File: config.mk
export PLATFORM = sky130hd
export DESIGN_NAME = mem_rmw_ctrl
export DESIGN_NICKNAME = d
export VERILOG_FILES = /design/src/rtl/mem_rmw_ctrl.sv
export SDC_FILE = /design/constraint.sdc
export NUM_CORES = 1
export LEC_CHECK = 0
export ABC_CLOCK_PERIOD_IN_PS = 4300
export BUFFER_PORTS_ARGS = -buffer_cell sky130_fd_sc_hd__buf_2
export CAP_MARGIN = 20
export CORE_ASPECT_RATIO = 1.5
export CORE_MARGIN = 3
export CORE_UTILIZATION = 30
export DETAILED_ROUTE_END_ITERATION = 8
export HOLD_SLACK_MARGIN = 0.03
export MAX_ROUTING_LAYER = met4
export PLACE_DENSITY = 0.61
export SLEW_MARGIN = 10
export SYNTH_ARGS = -nofsm -noshare
export SYNTH_HDL_FRONTEND = slang
export SYNTH_SLANG_ARGS = --single-unit
export TNS_END_PERCENT = 20
File: constraint.sdc
create_clock -name clk -period 4.3 [get_ports clk]
set_input_delay 0.215 -clock clk [delete_from_list [all_inputs] [get_ports clk]]
set_output_delay 0.215 -clock clk [all_outputs]
set_load 0.005 [all_outputs]
File: src/rtl/mem_rmw_ctrl.sv
// mem_rmw_ctrl: serial byte/halfword/word access controller for a word-addressed
// synchronous RAM. Sub-word stores are done as read-merge-write. Loads return
// the addressed lane, sign- or zero-extended. Misaligned requests are answered
// with an error and never reach the RAM.
module mem_rmw_ctrl #(
   parameter int ADDR_W = 10
) (
   input  logic              clk,
   input  logic              rst_n,
   input  logic              req_valid,
   output logic              req_ready,
   input  logic              req_we,
   input  logic [1:0]        req_size,
   input  logic              req_signed,
   input  logic [31:0]       req_addr,
   input  logic [31:0]       req_wdata,
   output logic              resp_valid,
   output logic              resp_err,
   output logic [31:0]       resp_rdata,
   output logic [ADDR_W-1:0] mem_addr,
   output logic              mem_re,
   output logic              mem_we,
   output logic [31:0]       mem_wdata,
   input  logic [31:0]       mem_rdata
);

   typedef enum logic [2:0] {IDLE, RD, CAP, WR, RESP} state_t;

   state_t              state_reg, state_next;
   logic                we_reg;
   logic [1:0]          size_reg;
   logic                signed_reg;
   logic [ADDR_W-1:0]   waddr_reg;
   logic [1:0]          boff_reg;
   logic [31:0]         wdata_reg;
   logic                err_reg;
   logic [31:0]         word_reg;
   logic [31:0]         rdata_reg;

   logic                accept;
   logic                dec_err;
   logic [31:0]         lane_word;
   logic [31:0]         load_ext;
   logic [31:0]         merged;

   // Address bits above the RAM window are deliberately ignored (addresses wrap).
   logic                unused_addr_bits;
   assign unused_addr_bits = ^req_addr[31:ADDR_W+2];

   assign accept  = req_valid && (state_reg == IDLE);
   assign dec_err = (req_size == 2'b11) ||
                    ((req_size == 2'b01) && req_addr[0]) ||
                    ((req_size == 2'b10) && (req_addr[1:0] != 2'b00));

   // Next-state decode; word stores skip the read, errors go straight to response.
   always_comb begin
      state_next = state_reg;
      case (state_reg)
         IDLE: begin
            if (accept) begin
               if (dec_err)
                  state_next = RESP;
               else if (req_we && (req_size == 2'b10))
                  state_next = WR;
               else
                  state_next = RD;
            end
         end
         RD:      state_next = CAP;
         CAP:     state_next = we_reg ? WR : RESP;
         WR:      state_next = RESP;
         RESP:    state_next = IDLE;
         default: state_next = IDLE;
      endcase
   end

   // State register.
   always_ff @(posedge clk or negedge rst_n) begin
      if (!rst_n)
         state_reg <= IDLE;
      else
         state_reg <= state_next;
   end

   // Latch the request on acceptance so it stays stable for the whole access.
   always_ff @(posedge clk or negedge rst_n) begin
      if (!rst_n) begin
         we_reg     <= 1'b0;
         size_reg   <= 2'b00;
         signed_reg <= 1'b0;
         waddr_reg  <= '0;
         boff_reg   <= 2'b00;
         wdata_reg  <= '0;
         err_reg    <= 1'b0;
      end else if (accept) begin
         we_reg     <= req_we;
         size_reg   <= req_size;
         signed_reg <= req_signed;
         waddr_reg  <= req_addr[ADDR_W+1:2];
         boff_reg   <= req_addr[1:0];
         wdata_reg  <= req_wdata;
         err_reg    <= dec_err;
      end
   end

   // Lane extraction from the RAM word; halfword offsets are 0 or 2 so the same shift works.
   always_comb begin
      lane_word = mem_rdata >> {boff_reg, 3'b000};
      case (size_reg)
         2'b00:   load_ext = {{24{signed_reg & lane_word[7]}}, lane_word[7:0]};
         2'b01:   load_ext = {{16{signed_reg & lane_word[15]}}, lane_word[15:0]};
         default: load_ext = mem_rdata;
      endcase
   end

   // Capture the read word for the merge, and load the response data on entry to RESP.
   always_ff @(posedge clk or negedge rst_n) begin
      if (!rst_n) begin
         word_reg  <= '0;
         rdata_reg <= '0;
      end else begin
         if (state_reg == CAP)
            word_reg <= mem_rdata;
         if ((state_reg != RESP) && (state_next == RESP))
            rdata_reg <= (state_reg == CAP) ? load_ext : 32'h0;
      end
   end

   // Per-lane merge: a lane takes new store data when the access covers it.
   generate
      for (genvar gi = 0; gi < 4; gi++) begin : g_lane
         localparam logic [1:0] LANE = 2'(gi);
         logic       lane_en;
         logic [7:0] lane_src;
         assign lane_en  = (size_reg == 2'b10) ||
                           ((size_reg == 2'b00) && (boff_reg == LANE)) ||
                           ((size_reg == 2'b01) && (boff_reg[1] == LANE[1]));
         assign lane_src = (size_reg == 2'b00) ? wdata_reg[7:0] :
                           (size_reg == 2'b01) ? (LANE[0] ? wdata_reg[15:8] : wdata_reg[7:0]) :
                                                 wdata_reg[8*gi +: 8];
         assign merged[8*gi +: 8] = lane_en ? lane_src : word_reg[8*gi +: 8];
      end
   endgenerate

   // All outputs decode from registered state only.
   assign req_ready  = (state_reg == IDLE);
   assign mem_re     = (state_reg == RD);
   assign mem_we     = (state_reg == WR);
   assign mem_addr   = waddr_reg;
   assign mem_wdata  = mem_we ? merged : 32'h0;
   assign resp_valid = (state_reg == RESP);
   assign resp_err   = resp_valid && err_reg;
   assign resp_rdata = rdata_reg;

endmodule

==> results of run 1 <==
## area by class of cell
cell class | count | area share, %
Inverter | 7 | 0.326
Clock inverter | 13 | 2.16
Clock buffer | 19 | 5.62
Multi-Input combinational cell | 479 | 33.8
Timing Repair Buffer | 229 | 18.1
Tap cell | 256 | 3.97
Sequential cell | 116 | 36.0
## worst max-delay path, stage by stage, from the launching register on
cell and delay, ps:
dfrtp_1 960, nand2b_1 200, a21o_1 320, and2_1 290, a211oi_1 420, buf_2 190
## timing repair
item                                   CTS  global route
buffers inserted                         0             0
hold buffers                            55             0
endpoints found under the hold margin   70             0
## Yosys cell counts, types with 4 or more instances
master     instances
a211oi_1           9
a21oi_1           22
a221o_1           19
a221o_2           10
a22o_1             7
a311oi_1           8
and2_1            10
buf_1              7
buf_2             11
clkbuf_1          22
dfrtp_1          116
inv_1              4
mux2_2            16
mux2i_1           32
nand2_1          248
nand3_1           11
nor2_1            20
o21ai_0           32
o2bb2ai_1          8
## metrics by stage
step	setup slack [ps]	power [mW]	instance area [um2]	cells
finish	1280	5.73	8070	1119
global route	1100	6.19	8070	1119
CTS	1300	5.79	8050	1118
detailed placement	1500	4.24	6870	1031
global placement	1520	4.19	6870	1031
floorplan	2400	3.49	5850	647
## cell families after synthesis
logic type             share of synthesized area, %
buffers and inverters                          3.87
muxes                                          9.00
AOI/OAI and AO/OA                              16.4
and+or+nand+nor                                21.1
DFF                                            49.6
## per-layer routing
metal  wire [um]  part of all wire (%)
met3         639                   3.3
met5           0                     0
met4         380                   2.0
met1        8000                    42
met2       10100                    53
## power by group
group          internal (mW)  switching [mW]  total, mW
sequential              1.57           0.423       2.00
combinational          0.940            1.31       2.25
clock                  0.950           0.535       1.48
## cell usage in the layout, fill, tap and decap left out, types with 2 or more instances in the layout
master / count
dlygate4sd3_1: 55
o21ai_0: 32
nand2_1: 248
clkinv_1: 3
mux2i_1: 32
clkbuf_8: 2
mux2_2: 16
a221o_1: 19
nor2_1: 20
a221o_2: 10
bufinv_16: 3
and2_1: 9
nor3b_1: 2
nor3_1: 2
a21o_1: 3
a211oi_1: 9
inv_6: 3
a21oi_1: 22
buf_2: 160
a311oi_1: 8
clkinvlp_4: 3
nand3_1: 11
dfrtp_1: 116
o2bb2ai_1: 8
buf_4: 13
clkinv_4: 4
a22o_1: 7
nor3_2: 2
a22oi_1: 2
clkbuf_16: 17
inv_1: 4
## path summary, 6_finish.rpt
kind,start,slack [ps],endpoint
worst min-delay path,mem_rdata[18],50,word_reg[18]$_DFFE_PN0P_
min in group asynchronous,rst_n,230,resp_rdata[17]$_DFFE_PN0P_
worst min register to register,mem_addr[8]$_DFFE_PN0N_,470,mem_addr[8]$_DFFE_PN0N_
max in group asynchronous,rst_n,3100,mem_addr[6]$_DFFE_PN0N_
worst max-delay path,boff_reg[0]$_DFFE_PN0N_,1280,mem_wdata[18]
worst max register to register,boff_reg[0]$_DFFE_PN0N_,1540,resp_rdata[23]$_DFFE_PN0P_
==> impl_metrics.ini, run 1 <==
[status]
outcome = finished clean

[power]
p_leak_nw = 4.13
ir_drop_v = 0.000302
p_per_area_nw_per_um2 = 711

[cells_and_area]
antenna_cells = 0
finish.utilization_pct = 42.1
nFillCells = 1935
multi_input_area_um2 = 2730
area_growth_pct = 37.8
nNetsFinal = 953
drive_gt1_share_pct = 27.9
ff_latch_area_um2 = 2900

[critical_path]
cp.arrival_ps = 2800
startpoint_type = flip-flop
r2r_cells = 4
cp-end-kind = output pin
cp.required_ps = 4090
path_class = flip-flop to output pin
cp_max_fo = 23

[clock_tree]
numCtsBuffers = 17
cts_tree = done
cts_resized = 0
numClockSinks = 116
clk_pin_slew_worst_paths_ps = 60
insertion_delay_ps = 420
clk_root_buffer_cell = clkbuf_16
clock_path_buffers = 2
htreeDepth = 4

[logic_synthesis]
ys_dominant_reg_cell = dfrtp_1
syn_area_per_cell_um2 = 9.05
async_flop_share_pct = 100
yosys.area.top_type = dfrtp_1
syn_area_um2 = 5850
synthCells = 647
synth_edf_count = 0
synth-seq-cells = 116
synth_top_area_share_pct = 49.6
synth_nets = 750
synth_cell_types = 44
synth_warnings = 0
synthTopCellsByArea = dfrtp_1 (50%), nand2_1 (16%), mux2i_1 (5.5%)
seq_area_frac_synth_pct = 49.6

[detailed_routing]
vias = 5360
drtIter0Drc = 208
drt_pass1_iterations = 4
wl_per_cell_um = 17.1
routed_wl_um = 19100
drc_errors = 0
viasPerCell = 4.79
ant_nets = 0

[run]
maxCapViolCount = 0

[place]
place.gp.congestion = 0.799
io_buffers = 161
hpwl_um = 13900

[global_routing]
grtUsageMet1_pct = 22.4
grt_first_pass_wirelength_um = 29600
grt_max_degree = 55
top_usage_layer = met2
antenna_found_initial = 0
grt_pass1_vias = 5300
grt_use_met3_pct = 2.88
use_met2_pct = 32.0
grt_util_all_layers_pct = 18.8
grt_overflow = 0

[timing]
hold_ws_ps = 51.5
slew_violations = 0
min_period_ps = 3020
fin_worst_skew_ps = 8.10
fmax_mhz = 331
slew_headroom_pct = 30.5
setup_viol = 0
fin_crit_sh_pct = 70.2
rsz0062_at_grt = no
worst_slew_pin_slew_ps = 1040
tns_ps = 0
hold_viol = 0

[floorplan]
ios = 182
die_w_um = 120
row_count = 62
dieArea_um2 = 21300
start_util_pct = 30.6
fp.dieH_um = 177
core_area_um2 = 19200

[hold_path]
hp-class = input pin to flip-flop
worstHoldPathCells = 3
(Power assumes the default switching activity.)
==> inputs of run 2 (changes only) <==
--- a/config.mk
+++ b/config.mk
@@ -5,7 +5,8 @@
 export SDC_FILE = /design/constraint.sdc
 export NUM_CORES = 1
 export LEC_CHECK = 0
-export ABC_CLOCK_PERIOD_IN_PS = 4300
+export ABC_AREA = 1
+export ABC_CLOCK_PERIOD_IN_PS = 2900
 export BUFFER_PORTS_ARGS = -buffer_cell sky130_fd_sc_hd__buf_2
 export CAP_MARGIN = 20
 export CORE_ASPECT_RATIO = 1.5
==> constraint.sdc (replaced) <==
create_clock -name clk -period 2.9 [get_ports clk]
set_input_delay 0.145 -clock clk [delete_from_list [all_inputs] [get_ports clk]]
set_output_delay 0.145 -clock clk [all_outputs]
set_load 0.005 [all_outputs]
==> run 2 against run 1 <==
Critical path depth is 3 higher. Sequential cell count stayed put. Setup slack worse by 970 ps. Synthesized area is 0.73% higher. Largest cell class unchanged. Hold slack worse by 15 ps.
==> impl_metrics.ini, run 2 <==
[detailed_routing]
wl_met1_um = 8470
routed_wl_um = 20700
ant_nets = 0
vias = 5941
viasPerCell = 4.63
wl_met3_um = 880
drtIter0Drc = 368
top_layer = met4
wl_per_cell_um = 16.2
drc_errors = 0
drt_pass1_iterations = 6
wl_met2_um = 10600

[clock_tree]
clk_pin_slew_worst_paths_ps = 50
cts_setup_buffers = 0
numClockSinks = 116
clk_root_buffer_cell = clkbuf_16
htreeDepth = 4
clock_path_buffers = 2
cts_tree = done
insertion_delay_ps = 420
numCtsBuffers = 17

[critical_path]
cpMostUsedCell = inv_2
worst_r2r_endpoint = resp_rdata[28]$_DFFE_PN0P_
startpoint_type = flip-flop
r2r_cells = 8
cp.arrival_ps = 2450
path_class = flip-flop to output pin
cp-end-kind = output pin
max_stage_delay_ps = 460
cp.required_ps = 2760
cp_max_fo = 52
crit_chain = buf_12, inv_2, o21ai_4, inv_2, o21ai_2, o21ai_0, a21oi_1, buf_2
reg2reg_from = size_reg[1]$_DFFE_PN0N_
critPathLaunch = size_reg[1]$_DFFE_PN0N_
slowest_stage = o21ai_2
rrSetupSlack_ps = 880

[logic_synthesis]
synth_edf_count = 0
synthTopCellsByArea = dfrtp_1 (49%), nand2_1 (22%), o21ai_0 (8.5%)
ys_dominant_reg_cell = dfrtp_1
synth_cell_types = 29
syn_area_per_cell_um2 = 7.28
synth_warnings = 0
seq_area_frac_synth_pct = 49.2
async_flop_share_pct = 100
synthCells = 810
yosys.area.top_type = dfrtp_1
synth.most_common_cell = nand2_1
syn_area_um2 = 5900
synth_nets = 913
synth_common_cells = nand2_1 (340), dfrtp_1 (116), o21ai_0 (100)
synth_top_area_share_pct = 49.2
synth-seq-cells = 116

[cells_and_area]
layout_common_cells = nand2_1 (340), buf_2 (160), dfrtp_1 (116)
multi_input_area_um2 = 2570
instances_no_fill = 1282
ff_latch_area_um2 = 2900
nFillCells = 2087
drive_gt1_share_pct = 21.6
layout_commonest_cell = nand2_1
antenna_cells = 0
nNetsFinal = 1116
area_growth_pct = 37.4

[hold_path]
worstHoldPathCells = 3
hp-class = input pin to flip-flop
hold_end = boff_reg[0]$_DFFE_PN0N_
min_from = req_addr[0]

[power]
p_leak_nw = 4.42
ir_drop_v = 0.000480
p_per_area_nw_per_um2 = 1040

[timing]
worst_slew_pin_slew_ps = 632
rsz0062_at_grt = no
hold_viol = 0
min_period_ps = 2590
tns_ps = 0
slew_violations = 0
setup_viol = 0
fmax_mhz = 386
slew_headroom_pct = 57.9
fin_worst_skew_ps = 11.3
fin_crit_sh_pct = 89.3

[global_routing]
grt_util_all_layers_pct = 20.2
grt_pass1_vias = 6125
grt_max_degree = 87
grt_first_pass_wirelength_um = 32500
antenna_found_initial = 0
grt_overflow = 0

[floorplan]
fp.dieH_um = 178
die_w_um = 120
start_util_pct = 30.7
row_count = 62
ios = 182
core_area_um2 = 19200
dieArea_um2 = 21400

[place]
place.gp.congestion = 0.932
io_buffers = 161
dp_cells = 1192
hpwl_um = 15200

[status]
outcome = finished clean

[run]
maxCapViolCount = 0
run 2: changes by cell type in the layout (fill, tap and decap cells not counted), moves of 9 or more:
cell | before | now
a21oi_1 | 22 | 51
nor2_1 | 20 | 35
and2_1 | 9 | 0
nand3_1 | 11 | 45
a221o_2 | 10 | 0
inv_1 | 4 | 47
nand2_1 | 248 | 340
mux2i_1 | 32 | 0
o21ai_0 | 32 | 100
mux2_2 | 16 | 0
a211oi_1 | 9 | 0
a221o_1 | 19 | 0
run 2: through the flow:
| stage | util [%] | hold slack [ps] | area [um2] | power [mW] | worst slack (ps) |
|---|---|---|---|---|---|
| global route | 42.1 | 62.5 | 8100 | 9.14 | 98.5 |
| finish | 42.1 | 36.7 | 8100 | 8.46 | 309 |
| global placement | 35.8 | 105 | 6900 | 6.15 | 632 |
| floorplan | - | -151 | 5900 | 5.08 | 1370 |
| detailed placement | 35.8 | 111 | 6900 | 6.18 | 625 |
| CTS | 42.1 | 36.4 | 8100 | 8.50 | 172 |
run 2: how the worst max path moves through the flow:
stage / to / slack (ps) / depth (start not counted)
floorplan: mem_wdata[6] / 1370 / 7
global placement: mem_wdata[28] / 630 / 7
detailed placement: mem_wdata[8] / 630 / 9
CTS: mem_wdata[8] / 170 / 9
global route: mem_wdata[7] / 100 / 8
finish: mem_wdata[7] / 310 / 8
run 2: final cells by class:
type / count / area share, %
clock inverters: 15 / 2.39
well taps: 256 / 3.95
multi-input cells: 595 / 31.8
clock buffers: 17 / 5.25
inverters: 55 / 2.55
repair buffers: 228 / 18.3
flip-flops and latches: 116 / 35.8
run 2: what timing repair did:
action / 4_1_cts / 5_1_grt
hold buffers: 58 / 0
hold endpoints to repair: 88 / 0
resized for setup: 0 / 2
setup endpoints to repair: 0 / 4
run 2: metal layers:
layer	vias up	GRT usage, %
li1	3002	-
met5	-	-
met2	183	34.7
met1	2712	23.4
met3	44	2.81
met4	0	9.12
run 2: report_power, final:
| group | total [mW] | internal (mW) | switching (mW) |
|---|---|---|---|
| sequential | 2.80 | 2.33 | 0.469 |
| combinational | 3.45 | 1.10 | 2.35 |
| clock | 2.21 | 1.37 | 0.838 |
run 2: logic make-up after synthesis:
family / count (synthesis) / synth area share, %
AND/OR/NAND/NOR: 434 / 29.3
buffers and inverters: 99 / 7.26
AO/OA/AOI/OAI: 161 / 14.2
flip-flops: 116 / 49.2
run 2: worst max-delay path: cells and delay by family (launching register included):
| kind | cells | cell delay [ps] |
|---|---|---|
| AO/OA/AOI/OAI | 4 | 950 |
| buffers and inverters | 4 | 670 |
| flip-flops | 1 | 400 |
